<file path="src/rtl/morse_decoder.sv">
// ---------------------------------------------------------------------------
// morse_decoder
//
// Turns a stream of Morse symbols (dot, dash, letter gap, word gap) into
// ASCII characters and queues them in a small show-ahead FIFO.
//
// Parameters
//   FIFO_DEPTH : character FIFO depth (power of two, >= 2)
//   MAX_ELEMS  : longest dot/dash run kept per character (>= 5)
//
// Ports
//   clk        : clock, all state changes on the rising edge
//   arst_n     : asynchronous active-low reset
//   sym_valid  : sym carries a symbol this cycle
//   sym        : 00 dot, 01 dash, 10 letter gap, 11 word gap
//   sym_ready  : symbol is accepted this cycle (low while a space is emitted)
//   read_en    : pop the FIFO head
//   ascii_out  : FIFO head character, 0x00 when empty
//   empty      : FIFO holds no characters
//   full       : FIFO holds FIFO_DEPTH characters
//   overflow   : sticky, a character was dropped because the FIFO was full
// ---------------------------------------------------------------------------
module morse_decoder #(
  parameter int FIFO_DEPTH = 8,
  parameter int MAX_ELEMS  = 6
) (
  input  logic       clk,
  input  logic       arst_n,
  input  logic       sym_valid,
  input  logic [1:0] sym,
  output logic       sym_ready,
  input  logic       read_en,
  output logic [7:0] ascii_out,
  output logic       empty,
  output logic       full,
  output logic       overflow
);

  localparam int AW = $clog2(FIFO_DEPTH);
  localparam int LW = $clog2(MAX_ELEMS + 1);

  localparam logic [0:0] ST_ACCUM      = 1'b0;
  localparam logic [0:0] ST_EMIT_SPACE = 1'b1;

  localparam logic [1:0] SYM_DOT  = 2'b00;
  localparam logic [1:0] SYM_DASH = 2'b01;
  localparam logic [1:0] SYM_LGAP = 2'b10;
  localparam logic [1:0] SYM_WGAP = 2'b11;

  localparam logic [7:0] CH_SPACE   = 8'h20;
  localparam logic [7:0] CH_UNKNOWN = 8'h3F;

  localparam logic [LW-1:0] LEN_MAX  = LW'(MAX_ELEMS);
  localparam logic [AW:0]   CNT_FULL = (AW+1)'(FIFO_DEPTH);

  logic [0:0]           state_q, state_d;
  logic [LW-1:0]        len_q, len_d;
  logic [MAX_ELEMS-1:0] code_q, code_d;
  logic                 too_long_q, too_long_d;
  logic                 last_space_q, last_space_d;
  logic [AW-1:0]        wr_ptr_q, wr_ptr_d;
  logic [AW-1:0]        rd_ptr_q, rd_ptr_d;
  logic [AW:0]          count_q, count_d;
  logic                 overflow_q, overflow_d;
  logic [7:0]           mem_q [FIFO_DEPTH];

  logic                 push_req;
  logic                 push_eff;
  logic [7:0]           push_char;
  logic                 wr_en;
  logic                 rd_en;

  // The code register holds the oldest element in its highest used bit, so a
  // character of length L is identified by {L, code[L-1:0]}. Only lengths 1..5
  // have ITU assignments; anything longer, or any stray bit above bit 4, is
  // unknown. Bits above len are always zero because code is cleared per
  // character.
  function automatic logic [7:0] decode_char(input logic [LW-1:0]        len,
                                             input logic [MAX_ELEMS-1:0] code);
    logic [7:0] ch;
    logic [2:0] l3;
    logic       hi;
    hi = 1'b0;
    for (int i = 5; i < MAX_ELEMS; i++) hi = hi | code[i];
    l3 = (len > LW'(5) || hi) ? 3'd0 : len[2:0];
    case ({l3, code[4:0]})
      8'b001_00000: ch = 8'h45; // E .
      8'b001_00001: ch = 8'h54; // T -
      8'b010_00000: ch = 8'h49; // I ..
      8'b010_00001: ch = 8'h41; // A .-
      8'b010_00010: ch = 8'h4E; // N -.
      8'b010_00011: ch = 8'h4D; // M --
      8'b011_00000: ch = 8'h53; // S ...
      8'b011_00001: ch = 8'h55; // U ..-
      8'b011_00010: ch = 8'h52; // R .-.
      8'b011_00011: ch = 8'h57; // W .--
      8'b011_00100: ch = 8'h44; // D -..
      8'b011_00101: ch = 8'h4B; // K -.-
      8'b011_00110: ch = 8'h47; // G --.
      8'b011_00111: ch = 8'h4F; // O ---
      8'b100_00000: ch = 8'h48; // H ....
      8'b100_00001: ch = 8'h56; // V ...-
      8'b100_00010: ch = 8'h46; // F ..-.
      8'b100_00100: ch = 8'h4C; // L .-..
      8'b100_00110: ch = 8'h50; // P .--.
      8'b100_00111: ch = 8'h4A; // J .---
      8'b100_01000: ch = 8'h42; // B -...
      8'b100_01001: ch = 8'h58; // X -..-
      8'b100_01010: ch = 8'h43; // C -.-.
      8'b100_01011: ch = 8'h59; // Y -.--
      8'b100_01100: ch = 8'h5A; // Z --..
      8'b100_01101: ch = 8'h51; // Q --.-
      8'b101_00000: ch = 8'h35; // 5
      8'b101_00001: ch = 8'h34; // 4
      8'b101_00011: ch = 8'h33; // 3
      8'b101_00111: ch = 8'h32; // 2
      8'b101_01111: ch = 8'h31; // 1
      8'b101_11111: ch = 8'h30; // 0
      8'b101_10000: ch = 8'h36; // 6
      8'b101_11000: ch = 8'h37; // 7
      8'b101_11100: ch = 8'h38; // 8
      8'b101_11110: ch = 8'h39; // 9
      default:      ch = CH_UNKNOWN;
    endcase
    return ch;
  endfunction

  // Symbol handling: accumulate elements, and on a gap decide what character
  // (if any) is pushed this edge. A word gap after a letter defers its space
  // to the single EMIT_SPACE cycle that follows.
  always_comb begin
    state_d      = state_q;
    len_d        = len_q;
    code_d       = code_q;
    too_long_d   = too_long_q;
    push_req     = 1'b0;
    push_char    = CH_SPACE;

    if (state_q == ST_EMIT_SPACE) begin
      state_d  = ST_ACCUM;
      push_req = 1'b1;
      push_char = CH_SPACE;
    end else if (sym_valid) begin
      case (sym)
        SYM_DOT, SYM_DASH: begin
          if (len_q < LEN_MAX) begin
            code_d = {code_q[MAX_ELEMS-2:0], sym[0]};
            len_d  = len_q + LW'(1);
          end else begin
            too_long_d = 1'b1;
          end
        end
        SYM_LGAP, SYM_WGAP: begin
          if (len_q != '0) begin
            push_req   = 1'b1;
            push_char  = too_long_q ? CH_UNKNOWN : decode_char(len_q, code_q);
            len_d      = '0;
            code_d     = '0;
            too_long_d = 1'b0;
            if (sym == SYM_WGAP) state_d = ST_EMIT_SPACE;
          end else if (sym == SYM_WGAP) begin
            push_req  = 1'b1;
            push_char = CH_SPACE;
          end
        end
        default: ;
      endcase
    end
  end

  // Consecutive spaces collapse into one: a space push right after another
  // space is swallowed before it ever reaches the FIFO.
  always_comb begin
    push_eff     = push_req && !(push_char == CH_SPACE && last_space_q);
    last_space_d = last_space_q;
    if (push_eff) last_space_d = (push_char == CH_SPACE);
  end

  // FIFO bookkeeping. A pop while full frees the slot the push then uses, so
  // push and pop in the same cycle both proceed even when full.
  always_comb begin
    rd_en      = read_en && (count_q != '0);
    wr_en      = push_eff && ((count_q != CNT_FULL) || rd_en);
    overflow_d = overflow_q | (push_eff & ~wr_en);
    wr_ptr_d   = wr_en ? wr_ptr_q + AW'(1) : wr_ptr_q;
    rd_ptr_d   = rd_en ? rd_ptr_q + AW'(1) : rd_ptr_q;
    count_d    = count_q;
    if (wr_en && !rd_en) count_d = count_q + (AW+1)'(1);
    else if (!wr_en && rd_en) count_d = count_q - (AW+1)'(1);
  end

  always_ff @(posedge clk or negedge arst_n) begin
    if (!arst_n) begin
      state_q      <= ST_ACCUM;
      len_q        <= '0;
      code_q       <= '0;
      too_long_q   <= 1'b0;
      last_space_q <= 1'b1;
      wr_ptr_q     <= '0;
      rd_ptr_q     <= '0;
      count_q      <= '0;
      overflow_q   <= 1'b0;
    end else begin
      state_q      <= state_d;
      len_q        <= len_d;
      code_q       <= code_d;
      too_long_q   <= too_long_d;
      last_space_q <= last_space_d;
      wr_ptr_q     <= wr_ptr_d;
      rd_ptr_q     <= rd_ptr_d;
      count_q      <= count_d;
      overflow_q   <= overflow_d;
    end
  end

  // Storage needs no reset; count gates every read of it.
  always_ff @(posedge clk) begin
    if (wr_en) mem_q[wr_ptr_q] <= push_char;
  end

  assign sym_ready = (state_q == ST_ACCUM);
  assign empty     = (count_q == '0);
  assign full      = (count_q == CNT_FULL);
  assign overflow  = overflow_q;
  assign ascii_out = empty ? 8'h00 : mem_q[rd_ptr_q];

endmodule

</file>
<file path="config.mk">
export PLATFORM = sky130hd
export DESIGN_NAME = morse_decoder
export DESIGN_NICKNAME = d
export VERILOG_FILES = /design/src/rtl/morse_decoder.sv
export SDC_FILE = /design/constraint.sdc
export NUM_CORES = 1
export LEC_CHECK = 0
export CAP_MARGIN = 10
export CORE_MARGIN = 4
export CORE_UTILIZATION = 61
export DETAILED_ROUTE_END_ITERATION = 6
export PLACE_DENSITY_LB_ADDON = 0.25
export REMOVE_ABC_BUFFERS = 1
export SYNTH_ARGS = -nofsm -noshare
export SYNTH_HDL_FRONTEND = slang
export SYNTH_SLANG_ARGS = --single-unit
</file>
<file path="constraint.sdc">
create_clock -name clk -period 3.5 [get_ports clk]
set_input_delay 0.7 -clock clk [delete_from_list [all_inputs] [get_ports clk]]
set_output_delay 0.7 -clock clk [all_outputs]
set_load 0.03 [all_outputs]
</file>
==> results of run 1 <==
==> layer usage <==
metal	routed length, um	global-route usage
met4	104	0.0727
met5	0	0
met3	380	0.0292
met2	4130	0.348
met1	3550	0.282
==> area by class of cell <==
type,instances,area share
sequential,79,0.488
multi-input combinational,216,0.378
clock buffer,10,0.0297
clock inverter,6,0.0211
timing repair buffer,28,0.0540
tap,77,0.0208
inverter,11,0.00892
==> cells in the mapped netlist, types with 4 or more instances <==
library cell,count
ha_1,8
inv_1,11
edfxtp_1,56
mux2i_1,8
nor2_1,23
nand3_1,8
nor2b_1,10
xnor2_1,6
clkbuf_1,5
and3_1,10
nor3_1,8
o211ai_1,4
nor4_1,4
mux4_2,14
nand2_1,17
o21ai_0,9
buf_2,13
dfrtp_1,22
a31oi_1,4
a22o_1,8
nand2b_1,4
xor2_1,4
nor4b_1,5
a21oi_1,8
==> registers in the layout, summed over array words and instances, names as in the netlist <==
register / flops
code_q: 6
count_q: 4
last_space_q: 1
len_q: 3
mem_q: 56
overflow: 1
rd_ptr_q: 3
state_q: 1
too_long_q: 1
wr_ptr_q: 3
==> critical path, cell delays in order (launching register included) <==
cell      delay, ns
dfrtp_1        0.50
inv_1          0.20
ha_1           0.21
nand2b_1       0.12
a22o_1         0.21
a32oi_2        0.43
nor2_2         0.08
ha_1           0.24
inv_1          0.11
ha_1           0.24
a21o_1         0.18
a21oi_1        0.18
xnor2_1        0.15
nor2_1         0.07
xor2_1         0.14
==> cells by family (layout without fill, tap and decap cells) <==
kind of cell / after synthesis / in the layout
AND/OR/NAND/NOR: 114 / 114
flip-flops: 79 / 79
AO/OA/AOI/OAI: 57 / 57
buffers and inverters: 32 / 55
multiplexers: 25 / 25
XOR/XNOR: 10 / 10
adder cells (fa/ha/maj): 9 / 9
other: 1 / 1
==> worst paths after layout <==
| kind | slack [ns] | cells after the start | start | end |
|---|---|---|---|---|
| max | 0.32 | 14 | len_q[0] | count_q[3] |
| min | 0.47 | 2 | overflow | overflow |
| max reg2reg | 0.32 | 14 | len_q[0] | count_q[3] |
| min reg2reg | 0.47 | 2 | overflow | overflow |
| max in group asynchronous | 1.96 | 1 | arst_n | code_q[5] |
| min in group asynchronous | 0.91 | 1 | arst_n | rd_ptr_q[0] |
==> power breakdown <==
| group | internal (uW) | switching (uW) | leakage (uW) |
|---|---|---|---|
| registers | 1210 | 282 | 0.000795 |
| logic | 735 | 830 | 0.000790 |
| clock network | 434 | 343 | 0.000120 |
==> per-stage QoR <==
stage          utilization  hold WS, ns
6_report             0.713        0.472
5_1_grt              0.713        0.522
4_1_cts              0.713        0.474
3_5_place_dp         0.677        0.452
3_3_place_gp         0.677        0.467
2_1_floorplan            -        0.404
==> flow_summary.ini, run 1 <==
[floorplan]
core.rowCount = 29
die_y_um = 90.5
start_util = 0.640
chipWidth_um = 90.5
ios = 18
core_region_area_um2 = 6490
dieArea_um2 = 8200

[logic_synthesis]
synthMuxAreaShare = 0.103
ys_types = 68
async_flop_share = 0.291
synth_top_cell_by_area = edfxtp_1
synth_fa_ha_area_frac = 0.0289
synth_top_family_by_area = simple AND/OR/NAND/NOR gates
synth-simple-area-share = 0.164
yosysTopAreaCellShare = 0.405
synth_xor_xnor_area_share = 0.0211
yosys-top-cells-area = edfxtp_1 40%, dfrtp_1 13%, mux4_2 7.6%
synth_compound_area_frac = 0.103
synth_ff_type = edfxtp_1
synth_area_um2 = 4160
synth.avg_cell_area_um2 = 12.7
synth-seq-area-share = 0.544
synth_edf_count = 56
ys_ff_latch = 79
syn_inst = 327
yosysWarnings = 0

[route]
drt_wl_total_um = 8160
drc = 0
drt_iter0_drc = 187
dr.pass1.iters = 4
wl_per_cell_um = 19.1
via_count = 2729
ant_nets = 0
viasPerCell = 6.39

[sta]
setup_ws_ns = 0.321
fmax_mhz = 315
tightest_slew_ns = 1.02
finClkSkew_ns = 0.0148
rsz0062_at_grt = no
slew_violations = 0
fin_crit_sh = 0.908
setup_viol = 0
layout_min_cycle_time_ns = 3.18
slew_headroom = 0.316
fin_tns_setup_ns = 0
hold_viol = 0

[worst_hold_path]
holdCritPathClass = flip-flop to flip-flop

[clock_network]
cts.sinks = 79
cts_root_buffer = clkbuf_8
cts_buffers = 9
post_cts_buffers = 0
cts_tree = built
clk_path_buf_depth = 2
path_clk_slew_ns = 0.09
postCtsHoldBufs = 0
ctsResizeCount = 0
clk_latency_ns = 0.34
cts_htree_levels = 3

[placed_design]
dpl.hpwl_um = 5490
postPlaceCellArea_um2 = 4400
dp.cells = 411
dp_slack_ns = 0.240
port_buffers = 16
gp_congestion = 0.945

[global_routing]
grt_antenna_before_repair = 0
grtUsageTotal = 0.209
overflow = 0
grt_pass1_vias = 2640
grt_pass1_wl_um = 13300
grt_max_degree = 28

[power_and_ir_drop]
p_leak_uw = 0.00170
peakVddDrop_uv = 446
total_power_uw = 3840
p_per_area_nw_per_um2 = 828

[setup_path]
end_kind = flip-flop
arrival_ns = 3.41
crit_type = flip-flop to flip-flop
cp_max_fo = 10
start_kind = flip-flop
worstPathRequired_ns = 3.73

[cells_and_area]
nFillCells = 438
drive_above_1_share = 0.151
num_antenna_cells = 0
final_common_cell = edfxtp_1
nNetsFinal = 360
fin_cells = 427
final_cell_mix = 56 x edfxtp_1, 23 x nor2_1, 22 x dfrtp_1, 17 x nand2_1, 16 x clkdlybuf4s50_1
regArea_um2 = 2260
final_area_um2 = 4630
synthToLayoutAreaGrowth_pct = 11.4
multi_input_area_um2 = 1750

[run_status]
status = finished, final reports clean

[run]
max_cap_violations = 0
Power figures use the tool's default switching activity.
==> run 2, diff against run 1 <==
--- a/config.mk
+++ b/config.mk
@@ -9,8 +9,10 @@
 export CORE_MARGIN = 4
 export CORE_UTILIZATION = 61
 export DETAILED_ROUTE_END_ITERATION = 6
-export PLACE_DENSITY_LB_ADDON = 0.25
+export PLACE_DENSITY = 0.8
 export REMOVE_ABC_BUFFERS = 1
+export SLEW_MARGIN = 20
 export SYNTH_ARGS = -nofsm -noshare
 export SYNTH_HDL_FRONTEND = slang
 export SYNTH_SLANG_ARGS = --single-unit
+export TNS_END_PERCENT = 20
==> run 2 against run 1 <==
  * Combinational power barely moved
  * Sequential power barely moved
  * Count of clock-buffer cells in the layout fell by 1
  * Global-route usage rose by 0.12 points
  * Register-to-register slack improved by 0.08 ns
  * Routed wire length fell by 0.65%
  * Largest power group unchanged
  * Highest routed layer unchanged
==> flow_summary.ini, run 2 (synthesis results as in run 1) <==
[clock_network]
cts_root_buffer = clkbuf_8
cts_buffers = 9
clk_path_buf_depth = 2
cts_tree = built
clk_latency_ns = 0.36
cts_htree_levels = 3
cts.sinks = 79
ctsResizeCount = 0
path_clk_slew_ns = 0.09
post_cts_buffers = 0
postCtsHoldBufs = 0

[placed_design]
gp_congestion = 0.927
dpl.hpwl_um = 5510
port_buffers = 16
dp.cells = 409

[setup_path]
rrSetupSlack_ns = 0.40
cp_max_fo = 16
slowest_delay_ns = 0.79
reg2reg_depth = 14
crit_path_cell_trace = mux4_2 -> mux2i_1 -> nor2_1 -> clkdlybuf4s50_1
worstPathRequired_ns = 2.80
reg2reg_to = count_q[3]
cp_slowest_cell = dfrtp_1
end_kind = output port
start_kind = flip-flop
arrival_ns = 2.43
r2r_start = len_q[0]
crit_type = flip-flop to output port

[power_and_ir_drop]
total_power_uw = 3750
p_leak_uw = 0.00168
peakVddDrop_uv = 489
p_per_area_nw_per_um2 = 817

[route]
via_count = 2732
wl_per_cell_um = 19.1
dr.pass1.iters = 4
viasPerCell = 6.43
ant_nets = 0
drc = 0
drt_wl_total_um = 8110
drt_iter0_drc = 181

[sta]
slew_headroom = 0.440
slew_violations = 0
fin_crit_sh = 0.893
hold_viol = 0
fin_tns_setup_ns = 0
fmax_mhz = 320
finClkSkew_ns = 0.0121
setup_viol = 0
rsz0062_at_grt = no
layout_min_cycle_time_ns = 3.13
tightest_slew_ns = 0.840

[floorplan]
core.rowCount = 29
start_util = 0.640
dieArea_um2 = 8200
ios = 18
core_region_area_um2 = 6490
chipWidth_um = 90.5
die_y_um = 90.5

[cells_and_area]
multi_input_area_um2 = 1750
nFillCells = 446
nNetsFinal = 358
regArea_um2 = 2260
final_cell_mix = 56 x edfxtp_1, 23 x nor2_1, 22 x dfrtp_1, 17 x nand2_1, 15 x clkdlybuf4s50_1
final_util = 0.706
final_common_cell = edfxtp_1
largest-register = mem_q
num_antenna_cells = 0
fin_cells = 425
synthToLayoutAreaGrowth_pct = 10.4
largest_reg_flops = 56
drive_above_1_share = 0.149
top_regs = mem_q x56, code_q x6, count_q x4

[global_routing]
grt_antenna_before_repair = 0
grt_max_degree = 28
grtUsageTotal = 0.210
overflow = 0
grt_pass1_wl_um = 13400
grt_pass1_vias = 2587

[worst_hold_path]
holdCritPathClass = input port to asynchronous set/reset pin

[run]
max_cap_violations = 0

[run_status]
status = finished, final reports clean
==> run 2: cell types whose count changed in the layout (fill, tap and decap cells not counted), sizes merged <==
cell,previous run,this run
clkinv,0,2
buf,12,11
bufinv,2,1
clkbuf,10,9
clkdlybuf4s50,16,15
clkinvlp,0,1
inv,15,14
==> run 2: layer usage <==
metal | share of wire | vias to the layer above | GRT usage | wire length, um
li1 | - | 1298 | - | -
met3 | 0.061 | 9 | 0.0425 | 494
met5 | 0 | - | 0 | 0
met1 | 0.43 | 1330 | 0.287 | 3480
met4 | 0.014 | 0 | 0.0663 | 112
met2 | 0.50 | 95 | 0.340 | 4020
==> run 2: stage by stage <==
step / hold slack (ns) / cell area (um2) / setup slack [ns]
floorplan: 0.404 / 4050 / 0.652
global placement: 0.466 / 4380 / 0.287
detailed placement: 0.460 / 4380 / 0.206
CTS: 0.482 / 4590 / 0.339
global route: 0.313 / 4590 / 0.160
finish: 0.294 / 4590 / 0.373
==> run 2: worst max path at each step <==
| stage | startpoint | cells after the start | to | slack [ns] |
|---|---|---|---|---|
| after floorplan | len_q[1] | 14 | count_q[3] | 0.65 |
| after global placement | sym[0] | 12 | count_q[3] | 0.29 |
| after detailed placement | sym[0] | 12 | count_q[3] | 0.21 |
| after CTS | rd_ptr_q[1] | 4 | ascii_out[4] | 0.34 |
| after global routing | len_q[0] | 14 | count_q[3] | 0.16 |
| final | rd_ptr_q[1] | 4 | ascii_out[3] | 0.37 |
==> run 2: report_power, final <==
part	leakage (uW)	switching, uW	total (uW)	internal, uW
Sequential	0.000795	282	1490	1210
Clock	0.000104	355	699	344
Combinational	0.000780	828	1560	729
==> run 2: worst max-delay path, delay by kind of cell, from the launching register on <==
family | cells | cell delay, ns
buffers and inverters | 1 | 0.61
flip-flops | 1 | 0.79
multiplexers | 2 | 0.59
AND/OR/NAND/NOR | 1 | 0.06
==> run 2: final cells by class <==
cell class / instances / share of cell area
sequential: 79 / 0.492
multi-input combinational: 216 / 0.381
timing repair buffer: 26 / 0.0502
clock buffer: 9 / 0.0270
tap: 77 / 0.0210
clock inverter: 7 / 0.0194
inverter: 11 / 0.00900
